### config.mk
export PLATFORM = sky130hd
export DESIGN_NAME = pipeline_hazard_unit_flat
export DESIGN_NICKNAME = d
export VERILOG_FILES = /design/src/rtl/pipeline_hazard_unit_pkg.sv /design/src/rtl/pipeline_hazard_unit_if.sv /design/src/rtl/pipeline_hazard_unit_fwd_select.sv /design/src/rtl/pipeline_hazard_unit.sv /design/src/flat_wrapper.sv
export SDC_FILE = /design/constraint.sdc
export NUM_CORES = 1
export LEC_CHECK = 0
export ABC_CLOCK_PERIOD_IN_PS = 5300
export CAP_MARGIN = 15
export CORE_MARGIN = 2
export CORE_UTILIZATION = 25
export CTS_BUF_LIST = sky130_fd_sc_hd__clkbuf_16
export DETAILED_ROUTE_END_ITERATION = 10
export GPL_TIMING_DRIVEN = 0
export PLACE_DENSITY = 0.49
export SYNTH_ARGS = -nofsm -noshare
export SYNTH_HDL_FRONTEND = slang
export SYNTH_SLANG_ARGS = --single-unit
### constraint.sdc
create_clock -name clk -period 5.3 [get_ports clk]
set_input_delay 1.06 -clock clk [delete_from_list [all_inputs] [get_ports clk]]
set_output_delay 1.06 -clock clk [all_outputs]
set_load 0.01 [all_outputs]
### src/rtl/pipeline_hazard_unit_pkg.sv
// hazard_pkg: shared constants and types for the pipeline hazard unit.
// Holds the operand-forward select encodings, the long-latency unit FSM
// state type and the default post-redirect flush length.
package hazard_pkg;

    // Operand source selects driven to the ID-stage operand muxes
    localparam logic [1:0] FWD_RF    = 2'd0;
    localparam logic [1:0] FWD_EXE   = 2'd1;
    localparam logic [1:0] FWD_MEM   = 2'd2;
    localparam logic [1:0] FWD_MEMLD = 2'd3;

    // Number of NOP cycles injected after a control-flow redirect
    localparam int DEFAULT_FLUSH_CYCLES = 2;

    // Occupancy of the single long-latency (mul/div) unit
    typedef enum logic {
        L_IDLE = 1'b0,
        L_BUSY = 1'b1
    } longState_e;

endpackage

### src/rtl/pipeline_hazard_unit_if.sv
// pipeline_hazard_unit_if: bundle between the pipeline control path and the
// hazard unit. The master side (pipeline) drives the ID/EXE/MEM register
// information and the long-op / redirect events; the slave side (hazard
// unit) returns forward selects, stall controls and status.
interface pipeline_hazard_unit_if #(
    parameter int RA_W = 5
);

    // ID-stage instruction fields
    logic            idValid;
    logic [RA_W-1:0] idRs1;
    logic [RA_W-1:0] idRs2;
    logic            idUsesRs1;
    logic            idUsesRs2;
    logic [RA_W-1:0] idRd;
    logic            idWreg;
    logic            idLong;

    // EXE / MEM stage destination information
    logic [RA_W-1:0] erd;
    logic [RA_W-1:0] mrd;
    logic            ewreg;
    logic            mwreg;
    logic            em2reg;
    logic            mm2reg;

    // Events
    logic            longDone;
    logic            redirect;

    // Hazard unit results
    logic [1:0]      qaSel;
    logic [1:0]      qbSel;
    logic            pcStall;
    logic            ifidStall;
    logic            instNop;
    logic            longBusy;
    logic            flushActive;

    modport master (
        output idValid, idRs1, idRs2, idUsesRs1, idUsesRs2, idRd, idWreg, idLong,
        output erd, mrd, ewreg, mwreg, em2reg, mm2reg,
        output longDone, redirect,
        input  qaSel, qbSel, pcStall, ifidStall, instNop, longBusy, flushActive
    );

    modport slave (
        input  idValid, idRs1, idRs2, idUsesRs1, idUsesRs2, idRd, idWreg, idLong,
        input  erd, mrd, ewreg, mwreg, em2reg, mm2reg,
        input  longDone, redirect,
        output qaSel, qbSel, pcStall, ifidStall, instNop, longBusy, flushActive
    );

endinterface

### src/rtl/pipeline_hazard_unit_fwd_select.sv
// fwd_select: per-operand forwarding select and load-use detection.
// A result still sitting in EXE beats an older one in MEM; an EXE load
// cannot be forwarded yet, so it raises loadUse_o instead. Register x0 and
// unused operands never match.
module fwd_select
    import hazard_pkg::*;
#(
    parameter int RA_W = 5
) (
    input  logic [RA_W-1:0] rs_i,
    input  logic            uses_i,
    input  logic [RA_W-1:0] erd_i,
    input  logic            ewreg_i,
    input  logic            em2reg_i,
    input  logic [RA_W-1:0] mrd_i,
    input  logic            mwreg_i,
    input  logic            mm2reg_i,
    output logic [1:0]      sel_o,
    output logic            loadUse_o
);

    logic srcLive;
    logic exeHit;
    logic memHit;

    assign srcLive = uses_i && (rs_i != '0);
    assign exeHit  = srcLive && ewreg_i && (erd_i == rs_i);
    assign memHit  = srcLive && mwreg_i && (mrd_i == rs_i);

    // Pick the youngest forwardable producer and flag an unforwardable EXE load
    always_comb begin
        sel_o     = FWD_RF;
        loadUse_o = exeHit && em2reg_i;
        if (exeHit && !em2reg_i) begin
            sel_o = FWD_EXE;
        end else if (memHit) begin
            sel_o = mm2reg_i ? FWD_MEMLD : FWD_MEM;
        end
    end

endmodule

### src/rtl/pipeline_hazard_unit.sv
// pipeline_hazard_unit: ID-stage hazard control.
// Produces operand forward selects, PC/IFID stall and NOP injection. Adds a
// load-use interlock, a scoreboard plus FSM tracking one outstanding
// long-latency op, and a post-redirect flush counter.
// Optional build macro: HAZARD_PERF_EN adds saturating stallCount and
// flushCount performance counter ports.
module pipeline_hazard_unit
    import hazard_pkg::*;
#(
    parameter int RA_W         = 5,
    parameter int NUM_REGS     = 32,
    parameter int FLUSH_CYCLES = DEFAULT_FLUSH_CYCLES,
    parameter int CNT_W        = 32
) (
    input logic                   clk,
    input logic                   resetN,
    pipeline_hazard_unit_if.slave hz
`ifdef HAZARD_PERF_EN
    ,
    output logic [CNT_W-1:0]      stallCount,
    output logic [CNT_W-1:0]      flushCount
`endif
);

    // Reject configurations the scoreboard and flush counter cannot represent
    if (NUM_REGS != (1 << RA_W)) begin : gBadNumRegs
        $error("pipeline_hazard_unit: NUM_REGS must equal 2**RA_W");
    end
    if ((FLUSH_CYCLES < 1) || (FLUSH_CYCLES > 7)) begin : gBadFlush
        $error("pipeline_hazard_unit: FLUSH_CYCLES must be in 1..7");
    end
    if (CNT_W < 1) begin : gBadCntW
        $error("pipeline_hazard_unit: CNT_W must be positive");
    end

    localparam logic [2:0] FLUSH_LOAD = 3'(FLUSH_CYCLES);

    // State
    longState_e          state_q, state_d;
    logic [RA_W-1:0]     longRd_q, longRd_d;
    logic [NUM_REGS-1:0] sb_q, sb_d;
    logic [2:0]          flushCnt_q, flushCnt_d;

    // Combinational hazard terms
    logic [1:0]          selA, selB;
    logic                loadUseA, loadUseB;
    logic                doneSeen;
    logic [NUM_REGS-1:0] sbLive;
    logic                rawHit, wawHit, structHit;
    logic                stall;
    logic                flushNow;
    logic                accept;

    fwd_select #(.RA_W(RA_W)) uFwdA (
        .rs_i      (hz.idRs1),
        .uses_i    (hz.idUsesRs1),
        .erd_i     (hz.erd),
        .ewreg_i   (hz.ewreg),
        .em2reg_i  (hz.em2reg),
        .mrd_i     (hz.mrd),
        .mwreg_i   (hz.mwreg),
        .mm2reg_i  (hz.mm2reg),
        .sel_o     (selA),
        .loadUse_o (loadUseA)
    );

    fwd_select #(.RA_W(RA_W)) uFwdB (
        .rs_i      (hz.idRs2),
        .uses_i    (hz.idUsesRs2),
        .erd_i     (hz.erd),
        .ewreg_i   (hz.ewreg),
        .em2reg_i  (hz.em2reg),
        .mrd_i     (hz.mrd),
        .mwreg_i   (hz.mwreg),
        .mm2reg_i  (hz.mm2reg),
        .sel_o     (selB),
        .loadUse_o (loadUseB)
    );

    // longDone only counts while an op is really in flight; after a reset
    // abandoned the op, a late completion is ignored
    assign doneSeen = hz.longDone && (state_q == L_BUSY);

    // The register file writes through, so the completing op's bit is
    // already treated as clear in its write-back cycle
    always_comb begin
        sbLive = sb_q;
        if (doneSeen) begin
            sbLive[longRd_q] = 1'b0;
        end
    end

    // Long-op RAW / WAW / structural hazards against the live scoreboard
    always_comb begin
        rawHit    = (hz.idUsesRs1 && (hz.idRs1 != '0) && sbLive[hz.idRs1]) ||
                    (hz.idUsesRs2 && (hz.idRs2 != '0) && sbLive[hz.idRs2]);
        wawHit    = hz.idWreg && (hz.idRd != '0) && sbLive[hz.idRd];
        structHit = hz.idLong && (state_q != L_IDLE);
    end

    assign stall    = hz.idValid && (loadUseA || loadUseB || rawHit || wawHit || structHit);
    assign flushNow = (flushCnt_q != 3'd0) || hz.redirect;
    assign accept   = hz.idValid && hz.idLong && !stall && !flushNow;

    // Long-unit FSM and destination register of the in-flight op
    always_ff @(posedge clk or negedge resetN) begin
        if (!resetN) begin
            state_q  <= L_IDLE;
            longRd_q <= '0;
        end else begin
            state_q  <= state_d;
            longRd_q <= longRd_d;
        end
    end

    // Accept moves the unit to busy, completion returns it to idle
    always_comb begin
        state_d  = state_q;
        longRd_d = longRd_q;
        case (state_q)
            L_IDLE: begin
                if (accept) begin
                    state_d  = L_BUSY;
                    longRd_d = hz.idRd;
                end
            end
            L_BUSY: begin
                if (hz.longDone) begin
                    state_d = L_IDLE;
                end
            end
            default: begin
                state_d = L_IDLE;
            end
        endcase
    end

    // Scoreboard next state: retire on completion, mark on accept (never x0)
    always_comb begin
        sb_d = sbLive;
        if (accept && (hz.idRd != '0)) begin
            sb_d[hz.idRd] = 1'b1;
        end
    end

    // Scoreboard register
    always_ff @(posedge clk or negedge resetN) begin
        if (!resetN) begin
            sb_q <= '0;
        end else begin
            sb_q <= sb_d;
        end
    end

    // Redirect reloads the flush length, otherwise count down to zero
    always_comb begin
        flushCnt_d = flushCnt_q;
        if (hz.redirect) begin
            flushCnt_d = FLUSH_LOAD;
        end else if (flushCnt_q != 3'd0) begin
            flushCnt_d = flushCnt_q - 3'd1;
        end
    end

    // Flush counter register
    always_ff @(posedge clk or negedge resetN) begin
        if (!resetN) begin
            flushCnt_q <= 3'd0;
        end else begin
            flushCnt_q <= flushCnt_d;
        end
    end

    // Output controls; flush wins over stall and reset forces a quiet bubble
    always_comb begin
        hz.qaSel       = FWD_RF;
        hz.qbSel       = FWD_RF;
        hz.pcStall     = 1'b0;
        hz.ifidStall   = 1'b0;
        hz.instNop     = 1'b1;
        hz.longBusy    = 1'b0;
        hz.flushActive = 1'b0;
        if (resetN) begin
            hz.qaSel       = selA;
            hz.qbSel       = selB;
            hz.pcStall     = stall && !flushNow;
            hz.ifidStall   = stall && !flushNow;
            hz.instNop     = stall || flushNow;
            hz.longBusy    = (state_q == L_BUSY);
            hz.flushActive = flushNow;
        end
    end

`ifdef HAZARD_PERF_EN
    logic [CNT_W-1:0] stallCount_q;
    logic [CNT_W-1:0] flushCount_q;

    // Saturating counts of stall cycles outside flush and of flush cycles
    always_ff @(posedge clk or negedge resetN) begin
        if (!resetN) begin
            stallCount_q <= '0;
            flushCount_q <= '0;
        end else begin
            if (stall && !flushNow && (stallCount_q != '1)) begin
                stallCount_q <= stallCount_q + CNT_W'(1);
            end
            if (flushNow && (flushCount_q != '1)) begin
                flushCount_q <= flushCount_q + CNT_W'(1);
            end
        end
    end

    assign stallCount = stallCount_q;
    assign flushCount = flushCount_q;
`endif

endmodule

### src/flat_wrapper.sv
// flat-port wrapper written by rule: the top's interface ports become plain ports
module pipeline_hazard_unit_flat import hazard_pkg::*;
#(
    parameter int RA_W         = 5,
    parameter int NUM_REGS     = 32,
    parameter int FLUSH_CYCLES = DEFAULT_FLUSH_CYCLES,
    parameter int CNT_W        = 32
)
  (clk, resetN, hz_idValid, hz_idRs1, hz_idRs2, hz_idUsesRs1, hz_idUsesRs2, hz_idRd, hz_idWreg, hz_idLong, hz_erd, hz_mrd, hz_ewreg, hz_mwreg, hz_em2reg, hz_mm2reg, hz_longDone, hz_redirect, hz_qaSel, hz_qbSel, hz_pcStall, hz_ifidStall, hz_instNop, hz_longBusy, hz_flushActive);
  pipeline_hazard_unit_if #(.RA_W(RA_W)) hz_i ();
  input logic clk;
  input logic resetN;
  input wire logic [$bits(hz_i.idValid)-1:0] hz_idValid;
  input wire logic [$bits(hz_i.idRs1)-1:0] hz_idRs1;
  input wire logic [$bits(hz_i.idRs2)-1:0] hz_idRs2;
  input wire logic [$bits(hz_i.idUsesRs1)-1:0] hz_idUsesRs1;
  input wire logic [$bits(hz_i.idUsesRs2)-1:0] hz_idUsesRs2;
  input wire logic [$bits(hz_i.idRd)-1:0] hz_idRd;
  input wire logic [$bits(hz_i.idWreg)-1:0] hz_idWreg;
  input wire logic [$bits(hz_i.idLong)-1:0] hz_idLong;
  input wire logic [$bits(hz_i.erd)-1:0] hz_erd;
  input wire logic [$bits(hz_i.mrd)-1:0] hz_mrd;
  input wire logic [$bits(hz_i.ewreg)-1:0] hz_ewreg;
  input wire logic [$bits(hz_i.mwreg)-1:0] hz_mwreg;
  input wire logic [$bits(hz_i.em2reg)-1:0] hz_em2reg;
  input wire logic [$bits(hz_i.mm2reg)-1:0] hz_mm2reg;
  input wire logic [$bits(hz_i.longDone)-1:0] hz_longDone;
  input wire logic [$bits(hz_i.redirect)-1:0] hz_redirect;
  output wire logic [$bits(hz_i.qaSel)-1:0] hz_qaSel;
  output wire logic [$bits(hz_i.qbSel)-1:0] hz_qbSel;
  output wire logic [$bits(hz_i.pcStall)-1:0] hz_pcStall;
  output wire logic [$bits(hz_i.ifidStall)-1:0] hz_ifidStall;
  output wire logic [$bits(hz_i.instNop)-1:0] hz_instNop;
  output wire logic [$bits(hz_i.longBusy)-1:0] hz_longBusy;
  output wire logic [$bits(hz_i.flushActive)-1:0] hz_flushActive;
  assign hz_i.idValid = hz_idValid;
  assign hz_i.idRs1 = hz_idRs1;
  assign hz_i.idRs2 = hz_idRs2;
  assign hz_i.idUsesRs1 = hz_idUsesRs1;
  assign hz_i.idUsesRs2 = hz_idUsesRs2;
  assign hz_i.idRd = hz_idRd;
  assign hz_i.idWreg = hz_idWreg;
  assign hz_i.idLong = hz_idLong;
  assign hz_i.erd = hz_erd;
  assign hz_i.mrd = hz_mrd;
  assign hz_i.ewreg = hz_ewreg;
  assign hz_i.mwreg = hz_mwreg;
  assign hz_i.em2reg = hz_em2reg;
  assign hz_i.mm2reg = hz_mm2reg;
  assign hz_i.longDone = hz_longDone;
  assign hz_i.redirect = hz_redirect;
  assign hz_qaSel = hz_i.qaSel;
  assign hz_qbSel = hz_i.qbSel;
  assign hz_pcStall = hz_i.pcStall;
  assign hz_ifidStall = hz_i.ifidStall;
  assign hz_instNop = hz_i.instNop;
  assign hz_longBusy = hz_i.longBusy;
  assign hz_flushActive = hz_i.flushActive;
  pipeline_hazard_unit #(.RA_W(RA_W), .NUM_REGS(NUM_REGS), .FLUSH_CYCLES(FLUSH_CYCLES), .CNT_W(CNT_W)) u_core (.clk(clk), .resetN(resetN), .hz(hz_i));
endmodule
* Yosys cells after proc, flatten, opt, wreduce, memory -nomap -nowiden
Index checks and enable logic that the tools add are counted.
** Operators by class
- Muxes and demuxes :: 28
- Div/mod/pow operators :: 0
- Multipliers :: 0
- Bitwise logic cells :: 4
- Magnitude comparators :: 6
- Reduce and logical (&&, ||, !) cells :: 44
- Shift-type cells :: 0
- Eq/ne operators :: 4
- Add/subtract/negate cells :: 1
** Operator list (count)
- $mux W32 :: 2
- $and A32 B32 Y32 :: 1
- $not A32 Y32 :: 1
- $or A32 B32 Y32 :: 1
- $logic_and A1 B1 Y1 :: 28
- $lt A5 B6 Y1 const B :: 4
- $eq A5 B5 Y1 :: 4
- $bmux W1 S5 :: 3
- $reduce_bool A5 Y1 :: 3
- $mux W1 :: 12
- $mux W2 :: 6
- $demux W1 S5 :: 2
- $ge A5 B1 Y1 const B :: 2
- $logic_or A1 B1 Y1 :: 7
- $mux W3 :: 2
- $logic_not A1 Y1 :: 3
- $reduce_bool A3 Y1 :: 1
- $sub A3 B1 Y3 const B :: 1
- $pmux W1 S2 :: 1
- $reduce_and A2 Y1 :: 1
- $reduce_bool A2 Y1 :: 1
- $not A1 Y1 :: 1
** Word-level totals
- Register bits after elaboration :: 41
- Input bits :: 38
- Output and inout bits :: 9
- Bits in latches :: 0
- Memory bits (read-only) :: 0
- Memories :: 0
- Bits in writable memories :: 0

* Depth between registers and ports, before layout
- Depth in word-level cells :: 20
- Mapped depth :: 11
- Depth with buffers taken out :: 8

* Modules after synthesis
A second synthesis with hierarchy kept.
** Second synthesis, totals
- Cells, all modules :: 389
- Area total of the unflattened synthesis :: 3281.9 um2
** Modules (own cells, without submodules)
- pipeline_hazard_unit :: cells an instance 339, seq. area each 1026.0 um2, times used 1, area an instance 2916.5 um2
- fwd_select :: cells an instance 25, seq. area each 0.0 um2, times used 2, area an instance 182.7 um2

* Least setup slack after synthesis
No wires, ideal clock.
- Path kind :: input to output
- Start :: in hz_idRs2[1]
- End :: out hz_pcStall
- Path slack :: 1321 ps
- Required time :: 4240 ps
- Stages :: 9
- Buffers on the path :: 2
- Arrival :: 2919 ps
- Cells stage by stage :: clkbuf_1 inv_2 mux4_2 nor3b_1 a211oi_1 nand4_1 nand3_1 and4_1 buf_4
** On the way
- Longest elaborated chain between the ends :: 12
- Elaborated cells between the ends (all ways) :: 17
- Classes of those cells :: eq/ne (1); mux (3); reduce/logical (13)
** RTL lines
- start, declared :: RTL line flat_wrapper.sv:15 : input wire logic [$bits(hz_i.idRs2)-1:0] hz_idRs2;
- branches (longest 6 deep; another with $bmux W1 S5)
- $logic_or A1 B1 Y1 * (3 in series) :: RTL line pipeline_hazard_unit.sv:101 : assign stall = hz.idValid && (loadUseA || loadUseB || rawHit || wawHit || structHit);
- $logic_and A1 B1 Y1 * :: RTL line pipeline_hazard_unit.sv:101
- $logic_and A1 B1 Y1 *
- $mux W1 *
- end, declared :: RTL line flat_wrapper.sv:31 : output wire logic [$bits(hz_i.pcStall)-1:0] hz_pcStall;
Mark *: on every way between the ends. The select of a mux whose other input is x is not followed.

* Worst setup path in the final report
- Start :: in hz_idRs1[0]
- End :: out hz_pcStall
** On the way
- Longest elaborated chain between the ends :: 12
- Elaborated cells between the ends (all ways) :: 17
- Classes of those cells :: eq/ne (1); mux (3); reduce/logical (13)
** RTL lines
- start, declared :: RTL line flat_wrapper.sv:14 : input wire logic [$bits(hz_i.idRs1)-1:0] hz_idRs1;
- branches (longest 6 deep; another with $bmux W1 S5)
- $logic_or A1 B1 Y1 * (3 in series) :: RTL line pipeline_hazard_unit.sv:101
- $logic_and A1 B1 Y1 * :: RTL line pipeline_hazard_unit.sv:101
- $logic_and A1 B1 Y1 * :: RTL line pipeline_hazard_unit.sv:186 : hz.pcStall = stall && !flushNow;
- $mux W1 * :: RTL line pipeline_hazard_unit.sv:183 : if (resetN) begin
Marks and branches as above.

==> results list <==
* Cells after Synth: 355
- Before antenna repair, the detailed router went through 5 iterations.
- Derived from the worst setup path, the maximum achievable clock frequency is 195 MHz.
- Number of failing setup endpoints in the final timing report: 0
- The number of max-slew violations in the final report was 0.
* Ant. Diodes: 0
* Worst-case hold slack: about 530 ps
- Syn nets: approximately 400
- For the pin with the worst max-slew slack, the measured transition is ~650 ps.
* Count of input and output buffers: 39
- During I/O placement, the number of pins put on the boundary was 47.
- Total negative slack for setup checks: 0 ps
- Once placement completed, the tool counted placed cells totaling about 560.
* Net count reported at finish: 446
* CTS root buf: clkbuf_16
* Initial Utilization: 0.258
- The floorplan step set the die width to ~120 um.
- Die area: between 10,000 and 15,000 um2
- WP data required: between 4000 and 5000 ps
* Post-synth cell types: 58
* Routed wire length per instance: 19.2 um
* Clock slew seen by the registers of the worst setup and hold paths: 60 ps
- Clock Tree Buf Depth: 2
* # DRC: 0
* P per Cell Area: around 260 nW/um2
- Total power for the finished layout comes to between 0.001 and 0.0015 W.
- Number of buffers created by CTS: 5
* Post-layout util: 0.328
- Share of final-layout standard cells stronger than drive strength 1: 0.118
- In the synthesized netlist the async set-or-reset flop fraction comes to 1.00.
* Slew HR: 0.570
- The number of antenna violations at the first check in global routing was 0.
* First-pass GRT wire length: 17.3 mm
- The number of global-route vias before repair was 3,023.
- HP Class: flip-flop to flip-flop
- Reg-to-reg slack, setup: between 2000 and 2500 ps
* Crit end category: output pin
- Result of the run: completed
- For this design the static power due to leakage is between 1 and 1.5 nW.
- The critical path in this run is classified as input port to output pin.
- Post-route ant nets: 0
- Average cell area after synthesis: 8.80 um2
* Endpoint arrival time on the critical path: about 4000 ps
- Number of sinks driven by the clock tree: 41
* Post-DP HPWL: a little over 8 mm
* Post-synthesis instance area: between 3000 and 4000 um2
- The first routing iteration left about 270 violations.
* Sequential share of the synthesized area: 0.329
- Total routing resource utilization after global routing: 0.168
- The synthesized design contains slightly above 40 register bits.
- In this run, synthesis inferred 0 flip-flops with an integrated enable.
- Core area: 12,100 um2
- In this run the vertical extent of the chip is ~120 um.
- Summing over every cut layer, the via total after detailed routing is 3,136.
- Area Growth Syn to Fin: 27.3%
- Setup repair after global routing left no endpoint under its margin.
- Primary FF master, synth: dfrtp_1
- The count of cells in the finished layout, fillers not included, comes to around 580.
- The H-tree generated during clock tree synthesis spans 2 levels.
- Peak VDD IR: 0.183 mV
* Time the final worst path needs with I/O delays and setup: about 5100 ps
- Entering global routing, the biggest net connects 25 pins.
* Top routing layer in use: met4
* Maximum fanout count along the critical path: 4
- Count of synthesis-stage warnings from yosys: 0
* Final cycle utilization of the critical path: 0.966
- Length of routed met2 wiring: 4.66 mm
- STA classifies the critical path startpoint as an input port.
* Number of standard-cell rows in the floorplan: 40
- Met1 Routed Length: approximately 5.4 mm
- Detailed routing placed a total of between 700 and 800 um of wire on met3.
* # Max-Cap Violations: 0
- For the final database, setup skew stands at about 7.8 ps.
- CTS Hold Buffers Added: 0
* Vias per Instance: roughly 5.5
- The final hold violation count came to 0.
* Global placer's final weighted congestion: approximately 0.87
* Worst-Skew Late Latency: 290 ps
* Wire length reported by the detailed router: about 11 mm
- CTS tree: yes
- Global routing finished with a remaining overflow of 0.
synthesized netlist by cell type (3+ instances only):
cell       instances  share of area
mux2i_1           15          0.048
nand3b_1           7          0.017
nor2b_1            5          0.010
mux2_2             3          0.011
o2111ai_1          3         0.0084
o31ai_2            6          0.024
xor2_1             3         0.0084
o31ai_1           26          0.063
inv_1             11          0.013
dfrtp_1           41           0.33
o211ai_1           8          0.019
clkbuf_1          16          0.019
o21ai_1           26          0.042
nand4_1            7          0.014
nand3_1           11          0.018
o21ai_0           14          0.022
buf_2              5         0.0080
nor2_1            15          0.018
a31oi_1            5          0.010
nand2_1           26          0.031
nor3_1            15          0.024
or3b_1             3         0.0084
or3_1              3         0.0060
nand2b_1           3         0.0060
nor4_1             5          0.010
o22ai_1           12          0.024
xnor2_1           19          0.053
mux4_2             4          0.029
path summary, 6_finish.rpt:
check / endpoint / cells past startpoint / startpoint
max in group asynchronous: u_core.sb_q[23] / 2 / resetN
hold / removal: u_core.flushCnt_q[1] / 2 / u_core.flushCnt_q[1]
hold reg to reg: u_core.flushCnt_q[1] / 2 / u_core.flushCnt_q[1]
setup / recovery: hz_pcStall / 11 / hz_idRs1[0]
min in group asynchronous: u_core.sb_q[3] / 1 / resetN
setup reg to reg: u_core.sb_q[24] / 9 / u_core.longRd_q[3]
cell families (layout without fill, tap and decap cells):
family                     Yosys count  count (layout)  synth area share
AOI/OAI and AO/OA                  118             118             0.262
adders and majority gates            2               2           0.00801
muxes                               24              24            0.0950
xor gates and xnor gates            22              22            0.0617
buffers and inverters               37              89            0.0489
and+or+nand+nor                    111             111             0.196
DFF                                 41              41             0.329
per-stage QoR:
step,worst slack [ps],instance area (um2)
detailed placement,-431,3750
finish,180,3980
global placement,-423,3720
floorplan,1320,3120
CTS,22.9,3950
global route,2.02,3980
registers in the layout, indices dropped and copies added, names as in the netlist:
signal	count
u_core.sb_q	32
u_core.flushCnt_q	3
u_core.longRd_q	5
u_core.state_q	1
critical path: stages:
cell and delay [ps]:
clkdlybuf4s50_1 510, or3_1 450, o31ai_2 370, nor3_1 160, o21ai_0 290, nand2_1 130, a21oi_1 130, nand3_1 120
and4_1 240, buf_4 120, clkdlybuf4s50_1 460
cell type report:
| type | count | area [um2] |
|---|---|---|
| flip-flops and latches | 41 | 1030 |
| plain buffers | 25 | 114 |
| clock inverters | 3 | 22.5 |
| inverters | 12 | 45.0 |
| repair buffers | 44 | 445 |
| multi-input cells | 277 | 1990 |
| well taps | 168 | 210 |
| fillers | 1347 | 8140 |
| clock buffers | 5 | 125 |
what timing repair did:
item | in CTS | in global routing
resized for setup | 6 | 8
pin swaps | 2 | 1
endpoints found under the setup margin | 3 | 3
setup buffers | 4 | 0
gates cloned | 0 | 0
report_power, final:
group | leakage, nW | internal, W | total, W | switching, W
logic | 0.872 | 0.000133 | 0.000315 | 0.000182
clock network | 0.0621 | 0.000174 | 0.000304 | 0.000130
registers | 0.560 | 0.000355 | 0.000401 | 0.0000458
cell usage in the layout, fill, tap and decap left out, types with 8 or more instances in the layout:
cell type,netlist,routed
o21ai_0,14,14
xnor2_1,19,19
clkdlybuf4s50_1,0,37
clkbuf_1,16,13
dfrtp_1,41,41
o21ai_1,26,24
nand3_1,11,11
nand2_1,26,26
o211ai_1,8,8
nor3_1,15,15
o22ai_1,12,12
mux2i_1,15,15
nor2_1,15,15
inv_1,11,11
o31ai_1,26,25
routing by layer:
layer / track usage / vias to the layer above
met2: 0.254 / 164
met3: 0.0246 / 17
li1: - / 1453
met5: 0 / -
met4: 0.0460 / 0
met1: 0.249 / 1502
Note: power is estimated with default switching activity, not from simulation.
